==> config.mk <==
export PLATFORM = sky130hd
export DESIGN_NAME = sprite_blitter
export DESIGN_NICKNAME = d
export VERILOG_FILES = /design/src/rtl/sprite_pkg.sv /design/src/rtl/sprite_blitter_out_stage.sv /design/src/rtl/sprite_blitter.sv
export SDC_FILE = /design/constraint.sdc
export NUM_CORES = 1
export LEC_CHECK = 0
export BUFFER_PORTS_ARGS = -buffer_cell sky130_fd_sc_hd__buf_2
export CORE_MARGIN = 2
export CORE_UTILIZATION = 45
export CTS_BUF_LIST = sky130_fd_sc_hd__clkbuf_8
export CTS_CLUSTER_SIZE = 8
export DETAILED_ROUTE_END_ITERATION = 8
export GPL_ROUTABILITY_DRIVEN = 0
export PLACE_DENSITY_LB_ADDON = 0.08
export RECOVER_POWER = 100
export SETUP_SLACK_MARGIN = 0.05
export SLEW_MARGIN = 10
export SYNTH_ARGS = -nofsm -noshare
export SYNTH_HDL_FRONTEND = slang
export SYNTH_HIERARCHICAL = 1
export SYNTH_SLANG_ARGS = --single-unit
==> constraint.sdc <==
create_clock -name Clk -period 8.86 [get_ports Clk]
set_input_delay 1.772 -clock Clk [delete_from_list [all_inputs] [get_ports Clk]]
set_output_delay 1.772 -clock Clk [all_outputs]
set_load 0.1 [all_outputs]
==> src/rtl/sprite_pkg.sv <==
// Shared constants and types for the sprite blitter and its output stage.
package sprite_pkg;

  localparam int SPR_W    = 126;
  localparam int SPR_H    = 60;
  localparam int ADDR_W   = 13;
  localparam int PIX_W    = 4;
  localparam int SCREEN_W = 640;
  localparam int SCREEN_H = 480;
  localparam int NUM_PIX  = SPR_W * SPR_H;
  localparam int COL_W    = 7;
  localparam int ROW_W    = 6;

  typedef logic [PIX_W-1:0] pix_t;

  localparam pix_t TRANSP = 4'h0;

  typedef enum logic [1:0] {
    IDLE,
    FETCH,
    DRAIN
  } blit_state_t;

endpackage

==> src/rtl/sprite_blitter_out_stage.sv <==
// Stage B: pairs the issued-address tag with ROM data, clips/keys the pixel and
// holds it in the frame-buffer output register, parking one in-flight word in a skid.
module blit_out_stage
  import sprite_pkg::*;
(
  input  logic             Clk,
  input  logic             Reset_n,
  input  logic             in_valid,
  input  logic [COL_W-1:0] in_col,
  input  logic [ROW_W-1:0] in_row,
  input  logic [9:0]       pos_x,
  input  logic [9:0]       pos_y,
  input  logic [PIX_W-1:0] spr_data,
  input  logic             fb_ready,
  output logic             fb_we,
  output logic [9:0]       fb_x,
  output logic [9:0]       fb_y,
  output logic [PIX_W-1:0] fb_data,
  output logic             stall,
  output logic             skid_full
);

  logic             fb_we_q, fb_we_d;
  logic [9:0]       fb_x_q, fb_x_d;
  logic [9:0]       fb_y_q, fb_y_d;
  logic [PIX_W-1:0] fb_data_q, fb_data_d;
  logic             skid_valid_q, skid_valid_d;
  logic [9:0]       skid_x_q, skid_x_d;
  logic [9:0]       skid_y_q, skid_y_d;
  logic [PIX_W-1:0] skid_data_q, skid_data_d;

  logic [10:0] x_sum;
  logic [10:0] y_sum;
  logic        in_vis;

  // 11-bit sums so positions past 1023 clip instead of wrapping onto the screen
  assign x_sum  = {1'b0, pos_x} + 11'(in_col);
  assign y_sum  = {1'b0, pos_y} + 11'(in_row);
  assign in_vis = in_valid && (spr_data != TRANSP) &&
                  (x_sum < 11'(SCREEN_W)) && (y_sum < 11'(SCREEN_H));

  assign stall = fb_we_q && !fb_ready;

  always_comb begin
    fb_we_d      = fb_we_q;
    fb_x_d       = fb_x_q;
    fb_y_d       = fb_y_q;
    fb_data_d    = fb_data_q;
    skid_valid_d = skid_valid_q;
    skid_x_d     = skid_x_q;
    skid_y_d     = skid_y_q;
    skid_data_d  = skid_data_q;
    if (stall) begin
      if (in_vis) begin
        skid_valid_d = 1'b1;
        skid_x_d     = x_sum[9:0];
        skid_y_d     = y_sum[9:0];
        skid_data_d  = spr_data;
      end
    end else if (skid_valid_q) begin
      fb_we_d      = 1'b1;
      fb_x_d       = skid_x_q;
      fb_y_d       = skid_y_q;
      fb_data_d    = skid_data_q;
      skid_valid_d = 1'b0;
    end else if (in_vis) begin
      fb_we_d   = 1'b1;
      fb_x_d    = x_sum[9:0];
      fb_y_d    = y_sum[9:0];
      fb_data_d = spr_data;
    end else begin
      fb_we_d = 1'b0;
    end
  end

  always_ff @(posedge Clk or negedge Reset_n) begin
    if (!Reset_n) begin
      fb_we_q      <= 1'b0;
      fb_x_q       <= '0;
      fb_y_q       <= '0;
      fb_data_q    <= '0;
      skid_valid_q <= 1'b0;
      skid_x_q     <= '0;
      skid_y_q     <= '0;
      skid_data_q  <= '0;
    end else begin
      fb_we_q      <= fb_we_d;
      fb_x_q       <= fb_x_d;
      fb_y_q       <= fb_y_d;
      fb_data_q    <= fb_data_d;
      skid_valid_q <= skid_valid_d;
      skid_x_q     <= skid_x_d;
      skid_y_q     <= skid_y_d;
      skid_data_q  <= skid_data_d;
    end
  end

  assign fb_we     = fb_we_q;
  assign fb_x      = fb_x_q;
  assign fb_y      = fb_y_q;
  assign fb_data   = fb_data_q;
  assign skid_full = skid_valid_q;

endmodule

==> src/rtl/sprite_blitter.sv <==
// Sprite blitter top: FSM plus raster address/col/row counters feeding a
// 1-cycle-latency sprite ROM; pixel handling lives in blit_out_stage.
module sprite_blitter
  import sprite_pkg::*;
(
  input  logic              Clk,
  input  logic              Reset_n,
  input  logic              start,
  input  logic [9:0]        pos_x,
  input  logic [9:0]        pos_y,
  output logic              busy,
  output logic              done,
  output logic [ADDR_W-1:0] spr_addr,
  input  logic [PIX_W-1:0]  spr_data,
  output logic              fb_we,
  output logic [9:0]        fb_x,
  output logic [9:0]        fb_y,
  output logic [PIX_W-1:0]  fb_data,
  input  logic              fb_ready
);

  blit_state_t       state_q, state_d;
  logic [ADDR_W-1:0] addr_q, addr_d;
  logic [COL_W-1:0]  col_q, col_d;
  logic [ROW_W-1:0]  row_q, row_d;
  logic [9:0]        pos_x_q, pos_x_d;
  logic [9:0]        pos_y_q, pos_y_d;
  logic              a_valid_q, a_valid_d;
  logic [COL_W-1:0]  a_col_q, a_col_d;
  logic [ROW_W-1:0]  a_row_q, a_row_d;

  logic out_stall;
  logic skid_full;
  logic issue;
  logic last_addr;
  logic drain_done;

  assign issue      = (state_q == FETCH) && !out_stall;
  assign last_addr  = (addr_q == ADDR_W'(NUM_PIX - 1));
  assign drain_done = !a_valid_q && !skid_full && !out_stall;

  always_ff @(posedge Clk or negedge Reset_n) begin
    if (!Reset_n) begin
      state_q   <= IDLE;
      addr_q    <= '0;
      col_q     <= '0;
      row_q     <= '0;
      pos_x_q   <= '0;
      pos_y_q   <= '0;
      a_valid_q <= 1'b0;
      a_col_q   <= '0;
      a_row_q   <= '0;
    end else begin
      state_q   <= state_d;
      addr_q    <= addr_d;
      col_q     <= col_d;
      row_q     <= row_d;
      pos_x_q   <= pos_x_d;
      pos_y_q   <= pos_y_d;
      a_valid_q <= a_valid_d;
      a_col_q   <= a_col_d;
      a_row_q   <= a_row_d;
    end
  end

  always_comb begin
    state_d = state_q;
    case (state_q)
      IDLE:    if (start) state_d = FETCH;
      FETCH:   if (issue && last_addr) state_d = DRAIN;
      DRAIN:   if (drain_done) state_d = IDLE;
      default: state_d = IDLE;
    endcase
  end

  // col/row shadow the linear address so no multiplier is needed for the tag
  always_comb begin
    addr_d    = addr_q;
    col_d     = col_q;
    row_d     = row_q;
    pos_x_d   = pos_x_q;
    pos_y_d   = pos_y_q;
    a_valid_d = issue;
    a_col_d   = col_q;
    a_row_d   = row_q;
    if ((state_q == IDLE) && start) begin
      pos_x_d = pos_x;
      pos_y_d = pos_y;
      addr_d  = '0;
      col_d   = '0;
      row_d   = '0;
    end else if (issue && !last_addr) begin
      addr_d = addr_q + 1'b1;
      if (col_q == COL_W'(SPR_W - 1)) begin
        col_d = '0;
        row_d = row_q + 1'b1;
      end else begin
        col_d = col_q + 1'b1;
      end
    end
  end

  always_comb begin
    busy     = (state_q != IDLE);
    done     = (state_q == DRAIN) && drain_done;
    spr_addr = addr_q;
  end

  blit_out_stage u_out (
    .Clk       (Clk),
    .Reset_n   (Reset_n),
    .in_valid  (a_valid_q),
    .in_col    (a_col_q),
    .in_row    (a_row_q),
    .pos_x     (pos_x_q),
    .pos_y     (pos_y_q),
    .spr_data  (spr_data),
    .fb_ready  (fb_ready),
    .fb_we     (fb_we),
    .fb_x      (fb_x),
    .fb_y      (fb_y),
    .fb_data   (fb_data),
    .stall     (out_stall),
    .skid_full (skid_full)
  );

endmodule

==> summary.txt <==
CTS H-Tree Depth -> 3
Area Growth Syn to Fin -> 10.46%
Mapped Cells -> 524
Mux contribution to synthesized area -> 0.06196
First-pass GRT wire length -> 19,530 um
Slew headroom -> -0.6990
Core ar. -> 0.01196 mm^2
Total of max-cap violations -> 4
Top cell type by total area after synthesis -> dfrtp_1
Skew final -> 0.01921 ns
# setup viols final -> 0
Post-CTS setup buffer count -> 0
Post-synthesis sequential area ratio -> 0.5103
Initial cell density of the core -> 0.4592
Hold_buf cts -> 0
Post-synth top cells -> dfrtp_1 (112), nand2_1 (90), a21oi_1 (29)
Synth area leaders -> dfrtp_1 (51%), nand2_1 (6.2%), mux2_2 (4.7%), ha_1 (3.9%), a21oi_1 (2.6%)
Sink Count -> 112
Syn_nets -> 571
Final Slew Violations -> 104
Min-Delay Path Class -> register to register
Period utilisation layout -> 0.6907
F_max -> 0.1634 GHz
Synth Area in XOR/XNOR -> 0.03508
Area after DPL -> 0.005944 mm^2
Crit path kind -> primary input to output port
Initial antenna violation count -> 0
Simple-gate area share of the yosys netlist -> 0.1800
Fin area -> 0.006067 mm^2
Drt total wl -> 11,510 um
Final TNS setup -> 0 ns
Post-route DRC -> 0
Synth Area in Compound Gates -> 0.1328
Clock Pin Slew Worst Setup and Hold Paths -> 0.10 ns
Worst vdd ir -> 0.2000 mV
Endpoints failing hold -> 0
DR iter-0 viols -> 211
Total power -> 2.287 mW
Crit path arrival time -> 4.35 ns
Share of post-route cells with drive strength above 1 -> 0.1169
Num CTS Buffers -> 9
Most numerous cell in the Yosys netlist -> dfrtp_1
DRT antenna net count -> 0
Synth unique cells -> 66
DR pass1 iterations -> 6
CP Max Fanout -> 25
Fillers -> 1,153
Endpoint type of the worst setup path -> output port
Tot GR Track Use -> 0.1909
Failing checks -> capacitance limit, slew limit
Critical Path RT -> 7.09 ns
CTS max path bufs -> 2
Number of global-route vias before repair -> 3,934
Largest family of logic cells by synthesized area -> simple AND/OR/NAND/NOR gates
Yosys reg bits -> 112
Nets -> 632
N_diodes -> 0
Worst setup SP type -> primary input
Status -> finished, violations left
Total die area -> 0.01311 mm^2
Post-CTS resize count -> 0
Total global routing overflow -> 0
Drt wl/cell -> 15.61 um
Synth Warn # -> 6
Via count -> 4,065
Synth Cell Area -> 0.005493 mm^2
Worst Tran Pin Value -> 2.525 ns
Pleak -> 2.823 nW
Number of flops mapped to enable cells by yosys -> 0
Asr flop ratio synth -> 1.000
Rows -> 40
Die height -> 114.5 um
Synth Flop Type -> dfrtp_1
Largest net degree at the start of global routing -> 67
Period minus WS final -> 6.119 ns
Die width -> 114.5 um
CTS tree -> yes
Seq. cell area -> 0.002803 mm^2
IO Count -> 68
I/O Buffers -> 67
RSZ-0062 raised after global routing -> false
Area occupied by multi-input gates -> 0.002442 mm^2
Worst skew pair latency -> 0.39 ns
CTS root buf -> clkbuf_8
Via-per-instance ratio -> 5.516
PD cells -> 376.9 mW/mm^2
Adder-cell share of the synthesized area -> 0.04601
Syn Area/Cell -> 10.48 um^2
Yosys top cell area share -> 0.5103
Final HPWL DP -> 8235 um
metal layers:
layer | up-vias | track usage | routed length [um]
li1 | 1988 | - | -
met1 | 1975 | 0.2652 | 5544
met3 | 14 | 0.04023 | 413
met4 | 0 | 0.06667 | 225
met5 | - | 0 | 0
met2 | 88 | 0.2974 | 5323
placed cells by master, fill, tap and decap left out, types with 3 or more instances in the layout:
cell type / netlist / layout
a21oi_1: 29 / 29
nand3_1: 11 / 11
o41ai_1: 3 / 3
nor2_1: 27 / 27
o21ai_0: 9 / 11
mux2_2: 23 / 21
dfrtp_1: 112 / 112
nor4_1: 5 / 6
mux2_1: 1 / 3
mux2i_1: 7 / 7
o31ai_1: 5 / 6
a221o_1: 13 / 13
or4_1: 3 / 4
bufinv_16: 0 / 3
o22ai_1: 8 / 8
a211oi_1: 4 / 4
o211ai_1: 7 / 7
xnor2_1: 16 / 16
nand2b_1: 4 / 4
nand2_1: 90 / 90
clkbuf_1: 13 / 46
inv_1: 21 / 21
nor3_1: 5 / 6
o21a_1: 3 / 3
clkbuf_8: 0 / 11
buf_2: 1 / 24
ha_1: 17 / 17
a21o_1: 5 / 5
and3_1: 15 / 15
or3_1: 4 / 4
o21ai_1: 4 / 3
nand4_1: 6 / 7
xor2_1: 6 / 6
cell type report:
type / count / share of cell area
Inverter: 22 / 0.01382
Tap cell: 147 / 0.03032
Timing Repair Buffer: 71 / 0.04949
Sequential cell: 112 / 0.4620
Clock buffer: 11 / 0.02495
Clock inverter: 5 / 0.01691
Multi-Input combinational cell: 369 / 0.4026
cells by family (layout without fill, tap and decap cells):
logic type / count (synthesis) / in the layout
flip-flops: 112 / 112
adder cells (fa/ha/maj): 19 / 19
multiplexers: 31 / 31
AND/OR/NAND/NOR: 194 / 194
XOR/XNOR: 22 / 22
AO/OA/AOI/OAI: 103 / 103
buffers and inverters: 43 / 109
through the flow:
step,hold slack (ns),setup WS (ns),util,cells
2_1_floorplan,0.3657,3.809,-,524
3_3_place_gp,0.3769,3.868,0.4970,721
3_5_place_dp,0.3860,3.825,0.4970,721
4_1_cts,0.4116,3.814,0.5182,737
5_1_grt,0.4264,2.464,0.5072,737
6_report,0.4154,2.741,0.5072,737
power breakdown:
part	switching, mW	leakage, nW	total (mW)	internal, mW
combinational	0.804	1.27	1.09	0.284
clock	0.173	0.126	0.376	0.203
sequential	0.139	1.42	0.823	0.684
worst paths after layout:
kind | from | end | slack, ns | cells past startpoint
min reg2reg | a_row_d[5] | a_row_q[5] | 0.42 | 0
min in group asynchronous | Reset_n | u_out/fb_x[8] | 2.13 | 1
max | fb_ready | done | 2.74 | 7
min | a_row_d[5] | a_row_q[5] | 0.42 | 0
max reg2reg | pos_y_q[0] | u_out/skid_y_q[0] | 3.76 | 11
max in group asynchronous | Reset_n | spr_addr[8] | 4.85 | 2
worst max-delay path, stage by stage:
cell and delay [ns]:
buf_2 0.07, nand2b_1 0.08, clkbuf_1 0.69, inv_1 0.32, nor3_1 0.33, and3_1 0.20
clkbuf_1 0.87
state kept, by name (all words and copies together) (netlist names), 4 cells and up:
name / count
pos_y_q: 10
a_col_q: 7
spr_addr: 13
u_out/fb_data: 4
a_row_d: 6
a_row_q: 6
u_out/skid_data_q: 4
u_out/fb_y: 10
u_out/skid_x_q: 10
pos_x_q: 10
u_out/skid_y_q: 10
u_out/fb_x: 10
a_col_d: 7
Note: power is estimated with default switching activity, not from simulation.
